## config.mk

```make
export PLATFORM = sky130hd
export DESIGN_NAME = wb_mem_arbiter
export DESIGN_NICKNAME = d
export VERILOG_FILES = /design/src/rtl/wb_mem_arbiter.sv
export SDC_FILE = /design/constraint.sdc
export NUM_CORES = 1
export LEC_CHECK = 0
export ABC_CLOCK_PERIOD_IN_PS = 1450
export BUFFER_PORTS_ARGS = -buffer_cell sky130_fd_sc_hd__buf_2
export CAP_MARGIN = 15
export CORE_AREA = 2 2 124 126
export DETAILED_ROUTE_END_ITERATION = 12
export DIE_AREA = 0 0 126 128
export PLACE_DENSITY = 0.52
export REMOVE_ABC_BUFFERS = 1
export SLEW_MARGIN = 20
export SYNTH_ARGS = -nofsm -noshare
export SYNTH_HDL_FRONTEND = slang
export SYNTH_SLANG_ARGS = --single-unit
```

## constraint.sdc

```tcl
create_clock -name clk -period 1.45 [get_ports clk]
set_input_delay 0.2175 -clock clk [delete_from_list [all_inputs] [get_ports clk]]
set_output_delay 0.2175 -clock clk [all_outputs]
set_load 0.05 [all_outputs]
```

## src/rtl/wb_mem_arbiter.sv

```systemverilog
// Two-master round-robin Wishbone arbiter sharing one memory slave between the icache (m0) and data port (m1).
// Optional watchdog for hung slave cycles is built when WB_ARB_TIMEOUT_EN is defined.
module wb_mem_arbiter #(
  parameter int TIMEOUT = 255
) (
  input  logic        clk,
  input  logic        rst,

  input  logic        m0_cyc,
  input  logic        m0_stb,
  input  logic        m0_we,
  input  logic [31:0] m0_adr,
  input  logic [31:0] m0_dat_o,
  input  logic [2:0]  m0_cti,
  output logic        m0_ack,
  output logic        m0_err,
  output logic        m0_rty,
  output logic [31:0] m0_dat_i,

  input  logic        m1_cyc,
  input  logic        m1_stb,
  input  logic        m1_we,
  input  logic [31:0] m1_adr,
  input  logic [31:0] m1_dat_o,
  input  logic [2:0]  m1_cti,
  output logic        m1_ack,
  output logic        m1_err,
  output logic        m1_rty,
  output logic [31:0] m1_dat_i,

  output logic        s_cyc,
  output logic        s_stb,
  output logic        s_we,
  output logic [31:0] s_adr,
  output logic [31:0] s_dat_o,
  output logic [2:0]  s_cti,
  input  logic        s_ack,
  input  logic        s_err,
  input  logic        s_rty,
  input  logic [31:0] s_dat_i,

  output logic [1:0]  gnt
);

  typedef enum logic [1:0] {
    IDLE   = 2'd0,
    GRANT0 = 2'd1,
    GRANT1 = 2'd2
  } state_t;

  state_t state;
  logic   last;
  logic   timeout_err;

  // A grant is held for the whole CYC tenure; last=1 after reset so m0 wins the first tie.
  always_ff @(posedge clk or posedge rst) begin
    if (rst) begin
      state <= IDLE;
      gnt   <= 2'b00;
      last  <= 1'b1;
    end else begin
      case (state)
        IDLE: begin
          if (m0_cyc && (!m1_cyc || last)) begin
            state <= GRANT0;
            gnt   <= 2'b01;
          end else if (m1_cyc) begin
            state <= GRANT1;
            gnt   <= 2'b10;
          end
        end
        GRANT0: begin
          if (!m0_cyc) begin
            last <= 1'b0;
            if (m1_cyc) begin
              state <= GRANT1;
              gnt   <= 2'b10;
            end else begin
              state <= IDLE;
              gnt   <= 2'b00;
            end
          end
        end
        GRANT1: begin
          if (!m1_cyc) begin
            last <= 1'b1;
            if (m0_cyc) begin
              state <= GRANT0;
              gnt   <= 2'b01;
            end else begin
              state <= IDLE;
              gnt   <= 2'b00;
            end
          end
        end
        default: begin
          state <= IDLE;
          gnt   <= 2'b00;
        end
      endcase
    end
  end

  // Slave request mux and termination routing; terminations pass through combinationally.
  always_comb begin
    s_cyc   = 1'b0;
    s_stb   = 1'b0;
    s_we    = 1'b0;
    s_adr   = 32'h0;
    s_dat_o = 32'h0;
    s_cti   = 3'b000;
    m0_ack  = 1'b0;
    m0_err  = 1'b0;
    m0_rty  = 1'b0;
    m1_ack  = 1'b0;
    m1_err  = 1'b0;
    m1_rty  = 1'b0;
    case (state)
      GRANT0: begin
        s_cyc   = m0_cyc;
        s_stb   = m0_stb & m0_cyc & ~timeout_err;
        s_we    = m0_we;
        s_adr   = m0_adr;
        s_dat_o = m0_dat_o;
        s_cti   = m0_cti;
        m0_ack  = s_ack;
        m0_err  = s_err | timeout_err;
        m0_rty  = s_rty;
      end
      GRANT1: begin
        s_cyc   = m1_cyc;
        s_stb   = m1_stb & m1_cyc & ~timeout_err;
        s_we    = m1_we;
        s_adr   = m1_adr;
        s_dat_o = m1_dat_o;
        s_cti   = m1_cti;
        m1_ack  = s_ack;
        m1_err  = s_err | timeout_err;
        m1_rty  = s_rty;
      end
      default: begin
      end
    endcase
  end

  assign m0_dat_i = s_dat_i;
  assign m1_dat_i = s_dat_i;

`ifdef WB_ARB_TIMEOUT_EN
  localparam logic [7:0] WdLimit = 8'(TIMEOUT);

  logic [7:0] wd_count;

  // Counts stalled strobe cycles; on the limit a one-cycle error is injected toward the granted master.
  always_ff @(posedge clk or posedge rst) begin
    if (rst) begin
      wd_count    <= 8'd0;
      timeout_err <= 1'b0;
    end else begin
      timeout_err <= 1'b0;
      if (state == IDLE || s_ack || s_err || s_rty) begin
        wd_count <= 8'd0;
      end else if (s_stb) begin
        if (wd_count == WdLimit - 8'd1) begin
          wd_count    <= 8'd0;
          timeout_err <= 1'b1;
        end else begin
          wd_count <= wd_count + 8'd1;
        end
      end
    end
  end
`else
  // Without the watchdog TIMEOUT has no effect; it is referenced only so the parameter stays part of the interface.
  assign timeout_err = 1'b0 & (TIMEOUT == 0);
`endif

endmodule
```

Yosys cells after proc, flatten, opt, wreduce, memory -nomap -nowiden
Index checks and enable logic that the tools add are counted.
{"block": "word_totals", "regBits": 3, "inputBits": 177, "out_inout_bits": 142}
{"block": "op_classes", "bitwise": 2, "n_reduce_logical": 7, "n_eq_ne": 5, "n_mux": 22}
{"cell": "$pmux 32 s2", "n": 2}
{"cell": "$mux 2", "n": 5}
{"cell": "$mux 1", "n": 9}
{"cell": "$pmux 1 s2", "n": 4}
{"cell": "$pmux 2 s3", "n": 1}
{"cell": "$pmux 3 s2", "n": 1}
{"cell": "$reduce_and 3->1", "n": 2}
{"cell": "$ne 2x2->1 const B", "n": 2}
{"cell": "$ne 3x3->1 const B", "n": 1}
{"cell": "$and 1x1->1", "n": 2}
{"cell": "$eq 2x1->1 const B", "n": 1}
{"cell": "$eq 2x2->1 const B", "n": 1}
{"cell": "$logic_not 2->1", "n": 1}
{"cell": "$reduce_bool 2->1", "n": 1}
{"cell": "$logic_and 1x1->1", "n": 1}
{"cell": "$logic_not 1->1", "n": 1}
{"cell": "$logic_or 1x1->1", "n": 1}

Depth between registers and ports, before layout
Gate-level depths: netlist (run 1).
{"block": "depth", "depth_word": 5, "mapped_depth": 8}

Worst setup path after synthesis (run 1)
Ideal clock, no wire load.
{"block": "synth_path", "path_type": "register to output", "from": "reg state[0]", "to": "out s_stb", "stages_incl_launch_ff": 5, "setup_slack_ns": -1.354, "arrival_time_ns": 2.586, "required_ns": 1.233, "cell_sequence": "dfrtp_1 -> inv_1 -> ha_1 -> clkbuf_1 -> a21boi_0"}
{"block": "synth_via", "elab_chain_cells": 2, "word_cells_on_any_way": 3, "classes_between": "eq/ne (2); mux (1)"}
{"element": "from (decl)", "line_no": "51", "rtl": "state_t state;"}
{"element": "from (signal assigned)", "line_no": "58", "rtl": "state <= IDLE;"}
{"element": "from (signal assigned)", "line_no": "65", "rtl": "state <= GRANT0;"}
{"element": "from (signal assigned)", "line_no": "68", "rtl": "state <= GRANT1;"}
{"element": "$eq 2x2->1 / $eq 2x1->1 (equally long branches)", "line_no": "118", "rtl": "case (state)"}
{"element": "$pmux 1 s2 (*)", "line_no": "118"}
{"element": "to (decl)", "line_no": "32", "rtl": "output logic s_stb,"}
Mark *: on every way between the ends. The rest lies on a longest branch, timed or not.

Worst setup path after layout (run 1)
{"block": "layout_path", "from": "reg state[0]", "to": "out s_adr[5]"}
{"block": "layout_via", "elab_chain_cells": 2, "word_cells_on_any_way": 3, "classes_between": "eq/ne (2); mux (1)"}
{"element": "$eq 2x2->1 / $eq 2x1->1 (equally long branches)", "line_no": "118"}
{"element": "$pmux 32 s2 (*)", "line_no": "118"}
{"element": "to (decl)", "line_no": "34", "rtl": "output logic [31:0] s_adr,"}
Marks and branches as above.

==> summary.txt, run 1 <==
Status
  – Status: finished, violations left
  – Failing checks: negative setup slack

Power and ir drop
  – Psw: 4.75 mW
  – Seq pwr share: 0.018
  – Clk pwr share: 0.048
  – VDD IR max: 0.000921 V
  – P per Cell Area: 2180 nW/um^2
  – LEAKAGE: 1.81 nW
  – Switching share of power: 0.511
  – Power Total: 9.29 mW
  – Pint: 4.55 mW
  – Gate power share: 0.934

Die
  – Initial Util: 0.126
  – Row cnt: 45
  – Ports: 319
  – Core Box Area: 14900 um^2
  – Chip Height: 128 um
  – Die ar.: 16100 um^2
  – Die width: 126 um

Route
  – DRT iter0 DRCs: 65
  – Post-Route WL: 13000 um
  – Vias per inst: 4.38
  – Via Count: 2736
  – Average wire per standard cell: 20.9 um
  – Drt pass-1 iters: 6
  – Antenna viol nets, final: 0
  – Residual DRC: 0

STA
  – RSZ-0062 raised after global routing: true
  – WHS: 0.320 ns
  – Setup ws final: -0.443 ns
  – Max-slew headroom: 0.834
  – Peak Freq: 528 MHz
  – Finish-stage setup viols: 78
  – Slew Limit Fails: 0
  – Fin. Hold Viols: 0
  – Actual slew at the worst max-slew pin: 0.246 ns
  – Min cycle time layout: 1.89 ns
  – Clock skew: 0.00258 ns
  – Period utilisation layout: 1.31

Cells and area
  – Commonest non-fill, non-tap cells in the layout: 146 x buf_2, 78 x buf_6, 51 x a22oi_2
  – Non-filler cells, final: 625
  – Most common cell after layout, fill and taps aside: buf_2
  – Antenna fix cells: 0
  – Layout area overhead: 128%
  – Share of layout cells above drive strength 1: 0.863
  – Fin area: 4270 um^2
  – Nets: 620

Critical path
  – Critical path class: reg -> out
  – CP startpoint kind: flop
  – Family with the most delay on the worst path: buffers and inverters
  – CP Capture Type: output pin
  – Worst path buffer plus inverter count: 4
  – Worst flop-to-flop path endpoint: state[0]$_DFFE_PP0P_
  – CP Max Fanout: 9
  – Slowest CP cell: dfrtp_1
  – Worst R2R Start: state[0]$_DFFE_PP0P_
  – Crit-path max cell delay: 0.40 ns
  – Cell chain of the critical path: inv_2, ha_4, buf_12, clkbuf_16, a22oi_1, nor2b_1, buf_6
  – Arrival @ worst endpoint: 1.68 ns
  – Register-to-Register Path Depth: 7
  – R2R Setup Slk: -0.12 ns
  – Req. time, crit path: 1.23 ns

Synth
  – Post-synthesis sequential area ratio: 0.0408
  – Post-Synth Simple-Gate Area: 0.273
  – Multiplexer area fraction after synthesis: 0.00535
  – Synthesized area per cell: 7.12 um^2
  – Largest family of logic cells by synthesized area: buffers and inverters
  – YS warnings: 0
  – Compound-cell area share of the yosys netlist: 0.306
  – FF+latch count, synth: 3
  – Post-synthesis adder-cell area fraction: 0.0334
  – XOR/XNOR Fraction of Synth Area: 0
  – Cell variety after synth: 25
  – Post-Synthesis Cells: 263
  – Mapped Area: 1870 um^2

Min path
  – Hold path depth: 3
  – Hold Path Origin: m1_cyc
  – Hold/Removal Path Class: in -> reg
  – WHS Endpoint: state[1]$_DFFE_PP0P_

Clock network
  – Root buffer cell: clkbuf_16
  – Clock Latency Late Sink: 0.23 ns
  – CTS clk-pin slew, worst paths: 0.03 ns
  – H-tree depth: 1
  – CTS tree: yes
  – CTS max path bufs: 2
  – Number of CTS-inserted buffers: 3
  – Clock sinks: 3

Global route
  – GRT Total Usage: 0.129
  – Largest net degree at the start of global routing: 39
  – Initial antenna violation count: 0
  – Vias in the first global route: 2659
  – Global-route wire length before repair: 15900 um
  – GR Overflow Total: 0

Place
  – I/O Buffers: 222
  – Gpl congestion: 0.715
  – Post-DP HPWL: 8010 um
  – Worst slack at placement: -0.242 ns
  – Total placed cells including tap cells: 598
  – Post-DP Area: 2820 um^2

Flow run
  – Max-cap violations: 0
-- per-stage QoR --
stage,TNS (ns),util
after floorplan,-138.67,-
after global placement,-13.49,0.189
after detailed placement,-14.41,0.189
after CTS,-26.50,0.248
after global routing,-33.16,0.287
final,-28.41,0.287
-- Yosys cell counts --
library cell | instances | area (um^2)
o21ai_1 | 2 | 10.0
dfrtp_1 | 2 | 50.1
buf_4 | 66 | 495
buf_2 | 11 | 55.1
o2bb2ai_1 | 1 | 8.76
nor4b_1 | 1 | 8.76
clkbuf_2 | 1 | 5.00
nand2b_1 | 1 | 6.26
a22oi_1 | 68 | 510
buf_6 | 3 | 33.8
dfstp_2 | 1 | 26.3
a21boi_0 | 1 | 7.51
a22oi_2 | 1 | 12.5
mux2i_1 | 1 | 10.0
clkbuf_1 | 8 | 30.0
nand3_1 | 3 | 15.0
nor2b_1 | 68 | 425
and2_1 | 6 | 37.5
and2b_1 | 1 | 7.51
a22o_1 | 1 | 8.76
inv_1 | 5 | 18.8
a21oi_1 | 2 | 10.0
o21ai_0 | 1 | 5.00
ha_1 | 5 | 62.6
nor2_1 | 3 | 11.3
-- cells by family (layout without fill, tap and decap cells) --
group           after synthesis  after routing
fa+ha+maj                     5              5
compound gates               77             77
buf+inv                      94            268
flops                         3              3
simple gates                 83             83
mux                           1              1
-- metal layers --
layer / track usage / share of wire / wire [um]
met1: 0.133 / 0.36 / 4740
met2: 0.208 / 0.46 / 6040
met3: 0.105 / 0.16 / 2100
met4: 0.0155 / 0.0071 / 93
met5: 0.0402 / 0.0053 / 69
-- registers in the layout, summed over array words and instances (netlist names) --
signal / cells
last: 1
state: 2
-- power by group through the flow --
stage | clock (mW) | sequential [mW] | combinational, mW
after CTS | 0.449 | 0.165 | 7.37
after global placement | 0 | 0.161 | 5.56
final | 0.442 | 0.167 | 8.68
after global routing | 0.457 | 0.174 | 9.08
after floorplan | 0 | 0.241 | 3.76
after detailed placement | 0 | 0.163 | 5.55
-- worst max-delay path by stage --
| stage | from | end | slack, ns | depth (start not counted) |
|---|---|---|---|---|
| after global placement | state[1]$_DFFE_PP0P_ | s_stb | -0.22 | 5 |
| final | state[0]$_DFFE_PP0P_ | s_adr[5] | -0.44 | 7 |
| after global routing | state[1]$_DFFE_PP0P_ | s_dat_o[24] | -0.50 | 6 |
| after floorplan | state[0]$_DFFE_PP0P_ | s_stb | -2.24 | 3 |
| after CTS | state[0]$_DFFE_PP0P_ | s_cyc | -0.44 | 6 |
| after detailed placement | state[0]$_DFFE_PP0P_ | s_cyc | -0.24 | 6 |
-- cell type report --
type | count | area, um^2
timing repair buffer | 259 | 2210
clock buffer | 4 | 78.8
sequential | 3 | 76.3
fill | 1573 | 10600
multi-input combinational | 166 | 1650
tap | 188 | 235
inverter | 5 | 18.8
-- worst min-delay path: cells and delay by family --
family	cells	cell delay [ns]
AND/OR/NAND/NOR	1	0.08
buffers and inverters	1	0.14
AO/OA/AOI/OAI	1	0.07
-- what timing repair did --
item,in CTS,in global routing
hold buffers,1,0
gates cloned,3,8
setup buffers,5,8
resized for setup,198,88
hold endpoints to repair,2,0
pin swaps,4,8
endpoints found under the setup margin,78,78
Power figures use the tool's default switching activity.
==> run 2, diff against run 1 <==
==> constraint.sdc (replaced) <==
create_clock -name clk -period 1.45 [get_ports clk]
set_input_delay 0.145 -clock clk [delete_from_list [all_inputs] [get_ports clk]]
set_output_delay 0.145 -clock clk [all_outputs]
set_load 0.05 [all_outputs]
==> run 2 against run 1 <==
Clock-buffer cell count stayed put. Sequential share of layout area barely moved. Wire length fell by 0.11%. Via count up 0.44%. Largest power group unchanged. Worst hold slack worse by 0.086 ns. Worst setup slack improved by 0.072 ns. Combinational power up 1%. Die area unchanged. Sequential power hardly changed. The run still ends with negative setup slack left. Non-clock buffer count increased by 4. Critical path type unchanged. Largest cell class unchanged. Final area fell by 1.3%. Critical path depth stayed put.
==> summary.txt, run 2 (synthesized netlist as in run 1, its figures left out) <==
Critical path
  – Req. time, crit path: 1.31 ns
  – Worst path buffer plus inverter count: 5
  – Slowest CP cell: dfrtp_1
  – CP startpoint kind: flop
  – Arrival @ worst endpoint: 1.68 ns
  – Crit-path max cell delay: 0.40 ns
  – Critical path class: reg -> out
  – Cell chain of the critical path: inv_2, ha_4, buf_4, buf_12, nor2b_1, buf_4, buf_12
  – Family with the most delay on the worst path: buffers and inverters
  – CP Capture Type: output pin
  – CP Max Fanout: 17

STA
  – Min cycle time layout: 1.82 ns
  – Setup ws final: -0.372 ns
  – Finish-stage setup viols: 78
  – WHS: 0.234 ns
  – Period utilisation layout: 1.26
  – Slew Limit Fails: 0
  – Max-slew headroom: 0.827
  – Clock skew: 0.00146 ns
  – Actual slew at the worst max-slew pin: 0.261 ns
  – Peak Freq: 549 MHz
  – RSZ-0062 raised after global routing: true
  – Fin. Hold Viols: 0

Place
  – Post-DP Area: 2820 um^2
  – I/O Buffers: 222
  – Gpl congestion: 0.715
  – Worst slack at placement: -0.163 ns
  – Post-DP HPWL: 8120 um
  – Total placed cells including tap cells: 598

Clock network
  – CTS tree: yes
  – H-tree depth: 1
  – Root buffer cell: clkbuf_16
  – Clock Latency Late Sink: 0.22 ns
  – Number of CTS-inserted buffers: 3
  – CTS max path bufs: 2
  – CTS clk-pin slew, worst paths: 0.03 ns
  – Clock sinks: 3

Cells and area
  – Max reg flops: 2
  – Non-filler cells, final: 629
  – Most common cell after layout, fill and taps aside: buf_2
  – Commonest non-fill, non-tap cells in the layout: 146 x buf_2, 66 x buf_6, 46 x nor2b_1
  – Nets: 624
  – Layout area overhead: 125%
  – Most flops, register: state
  – Filler Cells Inserted: 1583
  – Core Util, Final: 0.283
  – Fin area: 4210 um^2
  – Top Registers: state (2), last (1)
  – Antenna fix cells: 0
  – Share of layout cells above drive strength 1: 0.778

Route
  – Drt pass-1 iters: 6
  – Antenna viol nets, final: 0
  – DRT iter0 DRCs: 86
  – Vias per inst: 4.37
  – Average wire per standard cell: 20.7 um
  – Via Count: 2748
  – Residual DRC: 0
  – Post-Route WL: 13000 um

Power and ir drop
  – P per Cell Area: 2240 nW/um^2
  – VDD IR max: 0.00119 V
  – LEAKAGE: 1.83 nW

Status
  – Status: finished, violations left
  – Failing checks: negative setup slack

Die
  – Initial Util: 0.126
  – Core Box Area: 14900 um^2
  – Ports: 319
  – Die width: 126 um
  – Chip Height: 128 um
  – Die ar.: 16100 um^2
  – Row cnt: 45

Flow run
  – Max-cap violations: 0

Global route
  – GRT Total Usage: 0.117
  – Global-route wire length before repair: 14400 um
  – Initial antenna violation count: 2
  – Largest net degree at the start of global routing: 39
  – Vias in the first global route: 2391
  – GR Overflow Total: 0

Min path
  – Hold/Removal Path Class: in -> reg
==> run 2: cell count changes in the layout (fill, tap and decap cells not counted), moves of 3 or more <==
cell       change
a22oi_2       -10
buf_4         +10
buf_12         -3
nor2b_1       +31
buf_8          +4
buf_6         -12
nor2b_2       -31
a22oi_1       +10
clkbuf_16      +5
==> run 2: cell type report <==
type                            instances  area [um^2]  share of cell area
Inverter                                5         18.8             0.00446
Clock buffer                            4         78.8              0.0187
Sequential cell                         3         76.3              0.0181
Timing Repair Buffer                  263         2270               0.539
Tap cell                              188          235              0.0559
Multi-Input combinational cell        166         1530               0.364
==> run 2: timing repair <==
action                     CTS  global route
pin swaps                    4            25
gates resized for setup    119           119
setup endpoints to repair   78            78
hold buffers                 1             0
gates cloned                 2            15
hold endpoints to repair     3             0
setup buffers                1             8
==> run 2: path summary, 6_finish.rpt <==
| check | startpoint | endpoint | slack, ns | cells past startpoint |
|---|---|---|---|---|
| setup reg to reg | state[0]$_DFFE_PP0P_ | state[0]$_DFFE_PP0P_ | -0.10 | 6 |
| min in group asynchronous | rst | state[1]$_DFFE_PP0P_ | 0.33 | 3 |
| hold reg to reg | last$_DFFE_PP1P_ | last$_DFFE_PP1P_ | 0.55 | 2 |
| setup / recovery | state[0]$_DFFE_PP0P_ | s_adr[23] | -0.37 | 7 |
| max in group asynchronous | rst | last$_DFFE_PP1P_ | 0.90 | 3 |
| hold / removal | m1_cyc | state[1]$_DFFE_PP0P_ | 0.23 | 3 |
==> run 2: worst reg2reg max path, stage by stage (launching register included) <==
cell     delay (ns)
dfrtp_1        0.40
buf_6          0.13
ha_4           0.21
buf_16         0.18
buf_6          0.13
nor4b_2        0.28
a22o_1         0.16
==> run 2: where the power goes <==
group / internal (mW) / leakage (nW) / total, mW / switching, mW
Sequential: 0.131 / 0.0364 / 0.169 / 0.0375
Clock: 0.363 / 0.0382 / 0.442 / 0.0786
Combinational: 4.15 / 1.75 / 8.80 / 4.65
==> run 2: metal layers <==
layer	wire length [um]	up-vias	global-route usage
li1	-	1215	-
met1	4990	1276	0.132
met2	5890	243	0.170
met3	1920	10	0.0922
met4	86	4	0.0149
met5	144	-	0.0743
==> run 2: through the flow <==
step	power, mW	TNS, ns
CTS	6.98	-22.66
floorplan	4.00	-133.16
detailed placement	5.72	-9.16
global placement	5.72	-7.98
global route	9.85	-28.73
finish	9.41	-23.81
